### config.mk
export PLATFORM = sky130hd
export DESIGN_NAME = mmi_dbg_uart_host
export DESIGN_NICKNAME = d
export VERILOG_FILES = /design/src/rtl/mmi_dbg_uart_host.sv
export SDC_FILE = /design/constraint.sdc
export NUM_CORES = 1
export LEC_CHECK = 0
export ABC_AREA = 1
export BUFFER_PORTS_ARGS = -buffer_cell sky130_fd_sc_hd__buf_4
export CAP_MARGIN = 0
export CORE_MARGIN = 4
export CORE_UTILIZATION = 35
export CTS_CLUSTER_DIAMETER = 200
export DETAILED_ROUTE_END_ITERATION = 8
export PLACE_DENSITY = 0.61
export SLEW_MARGIN = 20
export SYNTH_ARGS = -nofsm -noshare
export SYNTH_HDL_FRONTEND = slang
export SYNTH_SLANG_ARGS = --single-unit
### constraint.sdc
create_clock -name clock -period 3.8 [get_ports clock]
set_clock_uncertainty 0.05 [all_clocks]
set_input_delay 0.38 -clock clock [delete_from_list [all_inputs] [get_ports clock]]
set_output_delay 0.38 -clock clock [all_outputs]
set_load 0.005 [all_outputs]
### src/rtl/mmi_dbg_uart_host.sv
// UART debug host: turns 'R'/'W' command frames into single 32-bit MMIO cycles and sends the result back.
// The request registers one clock after the last frame byte; the bus may stall it for BUS_TIMEOUT clocks, and the release wait is unbounded.
module mmi_dbg_uart_host #(
    parameter int         CLKS_PER_BIT = 868,
    parameter logic [4:0] OPM_RD       = 5'b01011,
    parameter logic [4:0] OPM_WR       = 5'b10011,
    parameter int         BUS_TIMEOUT  = 4095,
    parameter int         GAP_TIMEOUT  = 65535
) (
    input  logic        clock,
    input  logic        reset,
    input  logic        uartRxD,
    output logic        uartTxD,
    output logic [31:0] mmioAddr,
    output logic [4:0]  mmioOpm,
    output logic [63:0] mmioOutData,
    input  logic [63:0] mmioInData,
    input  logic [1:0]  mmioOK,
    output logic        dbgBusy
);
    localparam int CW = $clog2(CLKS_PER_BIT);
    localparam int TW = $clog2(BUS_TIMEOUT + 1);
    localparam int GW = $clog2(GAP_TIMEOUT + 1);
    localparam logic [CW-1:0] BIT_END  = CW'(CLKS_PER_BIT - 1);
    localparam logic [CW-1:0] HALF_END = CW'(CLKS_PER_BIT / 2 - 1);
    localparam logic [TW-1:0] TMO_END  = TW'(BUS_TIMEOUT - 1);
    localparam logic [GW-1:0] GAP_END  = GW'(GAP_TIMEOUT - 1);

    typedef enum logic [2:0] {S_IDLE, S_ADDR, S_DATA, S_REQ, S_REL, S_RSP} state_t;
    typedef enum logic [1:0] {ST_OK, ST_FAULT, ST_TMO} status_t;

    state_t          state, next_state;
    status_t         status;
    logic            rx_s1, rx_s2, rx_s3, rx_act, rx_vld;
    logic [3:0]      rx_bit;
    logic [CW-1:0]   rx_cnt;
    logic [7:0]      rx_sr;
    logic [1:0]      byte_cnt;
    logic            is_wr;
    logic [31:0]     addr_sr, data_sr, rdata;
    logic [GW-1:0]   gap_cnt;
    logic [TW-1:0]   tmo_cnt;
    logic [2:0]      rsp_idx, load_idx;
    logic [7:0]      load_byte;
    logic            tx_act;
    logic [3:0]      tx_bit;
    logic [CW-1:0]   tx_cnt;
    logic [8:0]      tx_sr;
    logic            cmd_byte, gap_abort, req_live, bus_ack, bus_tmo;
    logic            tx_tick, tx_byte_end, last_byte;
    logic            unused_rd_hi;

    assign unused_rd_hi = ^mmioInData[63:32];
    assign dbgBusy      = (state != S_IDLE);

    // RX: bit 0 is the start bit (checked at half a bit), 1..8 data, 9 stop
    always_ff @(posedge clock) begin
        if (reset) begin
            rx_s1  <= 1'b1;
            rx_s2  <= 1'b1;
            rx_s3  <= 1'b1;
            rx_act <= 1'b0;
            rx_bit <= '0;
            rx_cnt <= '0;
            rx_sr  <= '0;
            rx_vld <= 1'b0;
        end else begin
            rx_s1  <= uartRxD;
            rx_s2  <= rx_s1;
            rx_s3  <= rx_s2;
            rx_vld <= 1'b0;
            if (!rx_act) begin
                if (rx_s3 && !rx_s2) begin
                    rx_act <= 1'b1;
                    rx_bit <= '0;
                    rx_cnt <= '0;
                end
            end else if (rx_cnt == ((rx_bit == 4'd0) ? HALF_END : BIT_END)) begin
                rx_cnt <= '0;
                rx_bit <= rx_bit + 4'd1;
                if (rx_bit == 4'd0) begin
                    if (rx_s2) rx_act <= 1'b0;
                end else if (rx_bit == 4'd9) begin
                    rx_act <= 1'b0;
                    rx_vld <= rx_s2;
                end else begin
                    rx_sr <= {rx_s2, rx_sr[7:1]};
                end
            end else begin
                rx_cnt <= rx_cnt + CW'(1);
            end
        end
    end

    assign cmd_byte    = rx_vld && (rx_sr == 8'h52 || rx_sr == 8'h57);
    assign gap_abort   = !rx_vld && (gap_cnt == GAP_END);
    assign req_live    = (mmioOpm != 5'd0);
    assign bus_ack     = req_live && mmioOK[0];
    assign bus_tmo     = req_live && (tmo_cnt == TMO_END);
    assign tx_tick     = tx_act && (tx_cnt == BIT_END);
    assign tx_byte_end = tx_tick && (tx_bit == 4'd9);
    assign last_byte   = (rsp_idx == ((!is_wr && status == ST_OK) ? 3'd4 : 3'd0));
    assign load_idx    = tx_act ? rsp_idx + 3'd1 : rsp_idx;

    always_comb begin
        load_byte = 8'h00;
        case (load_idx)
            3'd0: begin
                if (status == ST_OK)         load_byte = is_wr ? 8'h77 : 8'h72;
                else if (status == ST_FAULT) load_byte = 8'h21;
                else                         load_byte = 8'h3F;
            end
            3'd1:    load_byte = rdata[31:24];
            3'd2:    load_byte = rdata[23:16];
            3'd3:    load_byte = rdata[15:8];
            3'd4:    load_byte = rdata[7:0];
            default: load_byte = 8'h00;
        endcase
    end

    always_comb begin
        next_state = state;
        case (state)
            S_IDLE: if (cmd_byte) next_state = S_ADDR;
            S_ADDR: begin
                if (gap_abort) next_state = S_IDLE;
                else if (rx_vld && byte_cnt == 2'd3) next_state = is_wr ? S_DATA : S_REQ;
            end
            S_DATA: begin
                if (gap_abort) next_state = S_IDLE;
                else if (rx_vld && byte_cnt == 2'd3) next_state = S_REQ;
            end
            S_REQ:  if (bus_ack || bus_tmo) next_state = S_REL;
            S_REL:  if (mmioOK == 2'b00) next_state = S_RSP;
            S_RSP:  if (tx_byte_end && last_byte) next_state = S_IDLE;
            default: next_state = S_IDLE;
        endcase
    end

    always_ff @(posedge clock) begin
        if (reset) state <= S_IDLE;
        else       state <= next_state;
    end

    always_ff @(posedge clock) begin
        if (reset) begin
            byte_cnt    <= '0;
            is_wr       <= 1'b0;
            addr_sr     <= '0;
            data_sr     <= '0;
            gap_cnt     <= '0;
            tmo_cnt     <= '0;
            status      <= ST_OK;
            rdata       <= '0;
            rsp_idx     <= '0;
            mmioAddr    <= '0;
            mmioOutData <= '0;
            mmioOpm     <= '0;
        end else begin
            // opcode is only asserted once the request state is stable, so it drops on ack/timeout
            mmioOpm <= (state == S_REQ && next_state == S_REQ) ? (is_wr ? OPM_WR : OPM_RD) : 5'd0;
            if (rx_vld || (state != S_ADDR && state != S_DATA)) gap_cnt <= '0;
            else                                                gap_cnt <= gap_cnt + GW'(1);
            case (state)
                S_IDLE: begin
                    if (cmd_byte) begin
                        is_wr    <= (rx_sr == 8'h57);
                        byte_cnt <= '0;
                        data_sr  <= '0;
                        tmo_cnt  <= '0;
                    end
                end
                S_ADDR: begin
                    if (rx_vld) begin
                        addr_sr  <= {addr_sr[23:0], rx_sr};
                        byte_cnt <= byte_cnt + 2'd1;
                    end
                end
                S_DATA: begin
                    if (rx_vld) begin
                        data_sr  <= {data_sr[23:0], rx_sr};
                        byte_cnt <= byte_cnt + 2'd1;
                    end
                end
                S_REQ: begin
                    mmioAddr    <= addr_sr;
                    mmioOutData <= {32'h0, data_sr};
                    if (req_live) tmo_cnt <= tmo_cnt + TW'(1);
                    if (bus_ack) begin
                        status <= mmioOK[1] ? ST_FAULT : ST_OK;
                        if (!mmioOK[1]) rdata <= mmioInData[31:0];
                    end else if (bus_tmo) begin
                        status <= ST_TMO;
                    end
                end
                S_REL: rsp_idx <= '0;
                S_RSP: if (tx_byte_end) rsp_idx <= rsp_idx + 3'd1;
                default: ;
            endcase
        end
    end

    // TX: the next byte's start bit is loaded on the same clock the stop bit ends
    always_ff @(posedge clock) begin
        if (reset) begin
            tx_act  <= 1'b0;
            tx_bit  <= '0;
            tx_cnt  <= '0;
            tx_sr   <= '1;
            uartTxD <= 1'b1;
        end else if (state != S_RSP) begin
            tx_act  <= 1'b0;
            tx_cnt  <= '0;
            uartTxD <= 1'b1;
        end else if (!tx_act || (tx_byte_end && !last_byte)) begin
            tx_act  <= 1'b1;
            tx_bit  <= '0;
            tx_cnt  <= '0;
            tx_sr   <= {1'b1, load_byte};
            uartTxD <= 1'b0;
        end else if (tx_byte_end) begin
            tx_act  <= 1'b0;
            uartTxD <= 1'b1;
        end else if (tx_tick) begin
            tx_cnt  <= '0;
            tx_bit  <= tx_bit + 4'd1;
            uartTxD <= tx_sr[0];
            tx_sr   <= {1'b1, tx_sr[8:1]};
        end else begin
            tx_cnt <= tx_cnt + CW'(1);
        end
    end

endmodule
==> results by group <==
Outcome
  – Outcome: complete, no violations

Floorplanning
  – Die Span Y: 184 um
  – Die width: 184 um
  – Full die area: roughly 0.034 sq mm
  – Row cnt: 64
  – Area of the core: 0.0306 sq mm
  – I/O pin count: between 150 and 200
  – Initial Util: 35.5%

Worst setup path
  – Critical-path cell list: inv_1 > ha_1 > nand2_1 > nand2_1 > nor2_1 > nand3_1 > nand2_1 > nor2_1 > nand2_1 > nand2_1 > nand2_1 > nand2_1 > nand2_1
  – CP required: 4220 ps
  – CP Class: reg -> reg
  – CP Capture Type: flip-flop
  – Highest-delay cell along the critical path: nor2_1
  – Crit-path max FO: 13
  – CP most frequent cell: nand2_1
  – Type of origin of the critical path: flip-flop
  – Delay of the slowest critical-path stage: around 610 ps
  – Family with the most delay on the worst path: simple AND/OR/NAND/NOR gates
  – Reg2reg end: tx_sr[3]
  – Crit path capture: tx_sr[3]
  – RR Startpoint: rsp_idx[0]
  – R2r worst-path depth: 13
  – Worst R2R Setup Slack: between 1000 and 1500 ps
  – Arrival @ worst endpoint: 2780 ps
  – WP buf/inv: 1
  – CP Launch Point: rsp_idx[0]
  – Crit path depth: 13

Synthesis
  – Mapped Cells: between 1,500 and 2,000
  – Ranking of synthesized cells by area: dfxtp_1, nor2_1, o21ai_0, nand2_1, a21oi_1
  – Xor-xnor portion of the synthesized cell area: less than 1%
  – Synth Warn #: 0
  – Post-synthesis sequential area ratio: ~47%
  – Area fraction of the dominant cell type after synthesis: between 40 and 50%
  – Adder-cell share of the synthesized area: 1.61%
  – Cell Area, Synth: approximately 0.011 sq mm
  – Mean post-synth cell area: 7.18 sq um
  – Largest family of logic cells by synthesized area: simple AND/OR/NAND/NOR gates
  – Dominant cell type by area after synthesis: dfxtp_1
  – Mux cell area share after synthesis: 0%
  – FF+latch count, synth: 253
  – Count of cell types in the netlist: 44
  – Post-synthesis compound-gate area fraction: 14.1%
  – Synth Area in Simple Gates: about 28%

Cells and area
  – Util after Layout: 41.8%
  – Post-route cell area: 0.0128 sq mm
  – Synthesis-to-layout area growth: 17.7%
  – Post-layout nets: 1,674
  – Antenna fix cells: 0
  – Non-filler cells, final: ~2,000
  – Ratio of cells with drive above 1 in the final layout: 11.7%

Clock network
  – CTS tree: done
  – Worst skew pair latency: 540 ps
  – Num CTS Buffers: 27
  – Resized Gates After CTS: 0
  – Clock root cell: clkbuf_16
  – Max clock buf depth: 3
  – Clock transition at the registers of the reported paths: 60 ps
  – CTS sink count: 253
  – CTS H-tree lvls: 1

STA
  – Final setup fails: 0
  – Final-report hold violation count: 0
  – Worst Tran Pin Value: 970 ps
  – Final setup TNS: 0 ps
  – Tmin final: 2350 ps
  – Slew Limit Fails: 0
  – Rel. slew slack: around a third
  – Period Utilization, post-route: 61.9%
  – RSZ-0062 raised after global routing: false
  – Max Fclk: 425 MHz

Routing
  – Post-Route WL: 26,400 um
  – Antenna Nets Post-Route: 0
  – Routed via count: 9,648
  – TritonRoute pass-1 iters: 5
  – Routed len/inst: about 13 um
  – DRC viols: 0
  – Vias per cell: 4.80
  – First-iteration detailed-routing DRC count: between 600 and 700

Placement
  – Routability cong.: a little over 0.8
  – Post-DP Area: 0.0118 sq mm
  – Port bufs: 106
  – Post-DP HPWL: around 17,000 um
  – Placed insts: 1,951

Global routing
  – Initial antenna violation count: 0
  – Vias in the first global route: 8,912
  – GRT overflow: 0
  – GRT Overall Usage: ~15%
  – Largest net degree at the start of global routing: 93
  – First-pass GRT wire length: 43,900 um

Power
  – Total Power Consumption: between 0.005 and 0.006 W
  – Peak supply drop: 0.371 mV
  – Pwr dens: 430 mW/mm^2
  – Leak: 5.59 nW

Job
  – Max-cap violation count: 0

Hold path
  – Hold WC Path Type: in -> reg
==> how the worst min path moves through the flow <==
stage / from / to / slack, ps / depth (start not counted)
after CTS: mmioInData[31] / rdata[31] / 0.4 / 3
final: mmioInData[26] / rdata[26] / 20 / 3
after global routing: mmioInData[5] / rdata[5] / 20 / 3
after floorplan: rx_s1 / rx_s2 / 340 / 1
after global placement: rx_s1 / rx_s2 / 360 / 1
after detailed placement: rx_s1 / rx_s2 / 360 / 1
==> where the power goes <==
group | switching (W) | internal, W | total [W] | leakage [nW]
logic | 0.0000600 | 0.0000375 | 0.0000975 | 3.08
clock network | 0.00107 | 0.00167 | 0.00275 | 0.469
registers | 0.00000204 | 0.00265 | 0.00266 | 2.04
total | 0.00114 | 0.00437 | 0.00550 | 5.59
==> timing repair <==
| item | 4_1_cts | 5_1_grt |
|---|---|---|
| buffers inserted | 0 | 0 |
| hold buffers | 7 | 0 |
| endpoints found under the hold margin | 7 | 0 |
| setup endpoints to repair | 0 | 0 |
==> through the flow <==
stage / worst slack, ps / hold slack, ps
floorplan: 2030 / 339
global placement: 1390 / 357
detailed placement: 1340 / 362
CTS: 1470 / 0.415
global route: 1130 / 16.6
finish: 1450 / 19.5
==> routing by layer <==
layer  GRT usage, %  wire length, um  vias up
met3           2.59             1210       42
met2           23.9            11800      186
met1           21.3            12900     4399
met5              0                0        -
li1               -                -     5021
met4           3.46              528        0
==> flip-flops by register name (all words and copies together) (netlist names), 10 cells and up <==
signal,cells
mmioAddr,32
addr_sr,32
gap_cnt,16
data_sr,32
mmioOutData,32
tx_cnt,10
rx_cnt,10
rdata,32
tmo_cnt,12
==> layout make-up <==
class | count | area [sq um]
Fill cell | 3126 | 17800
Sequential cell | 253 | 5060
Multi-Input combinational cell | 1090 | 4990
Timing Repair Buffer | 124 | 948
Clock buffer | 41 | 808
Tap cell | 396 | 495
Inverter | 95 | 358
Clock inverter | 9 | 135
==> cells by family (layout without fill, tap and decap cells) <==
family,after synthesis,after routing
and+or+nand+nor,731,731
AOI/OAI and AO/OA,301,301
DFF,253,253
buffers and inverters,203,269
adders and majority gates,14,14
xor gates and xnor gates,11,11
other,1,33
==> cells in the final DEF (no fill, tap or decap), types with 4 or more instances in the layout <==
cell type | netlist | final
nand2_1 | 207 | 207
clkbuf_8 | 0 | 8
clkbuf_16 | 0 | 27
nor3_1 | 61 | 61
dlygate4sd3_1 | 0 | 7
nand4_1 | 14 | 14
nand2_2 | 4 | 4
inv_1 | 87 | 86
xor2_1 | 9 | 9
inv_2 | 7 | 7
ha_1 | 14 | 14
nand3_1 | 75 | 75
a21oi_1 | 129 | 129
buf_4 | 36 | 117
o21ai_0 | 158 | 158
nor2_1 | 347 | 346
clkbuf_1 | 46 | 6
conb_1 | 1 | 33
dfxtp_1 | 253 | 253
or2_2 | 8 | 8
clkinv_2 | 0 | 6
==> synthesized netlist by cell type, drive strengths merged <==
cell    count
ha         14
inv        94
and2        2
conb        1
a31oi       2
clkbuf     48
nor3b       3
a21oi     129
nand3      76
nor4        1
o21ai     160
nor3       63
nand3b      1
o22ai       1
nor2      349
xnor2       2
nand4      14
or3         1
a22oi       2
dfxtp     253
o211ai      2
and3        1
a21boi      1
buf        60
o21bai      2
clkinv      1
nand2     211
xor2        9
a211oi      2
or2         9
==> tightest hold or removal path: cells and delay by family <==
kind | cells | cell delay, ps
buffers and inverters | 1 | 80
AND/OR/NAND/NOR | 2 | 110
Power figures use the tool's default switching activity.
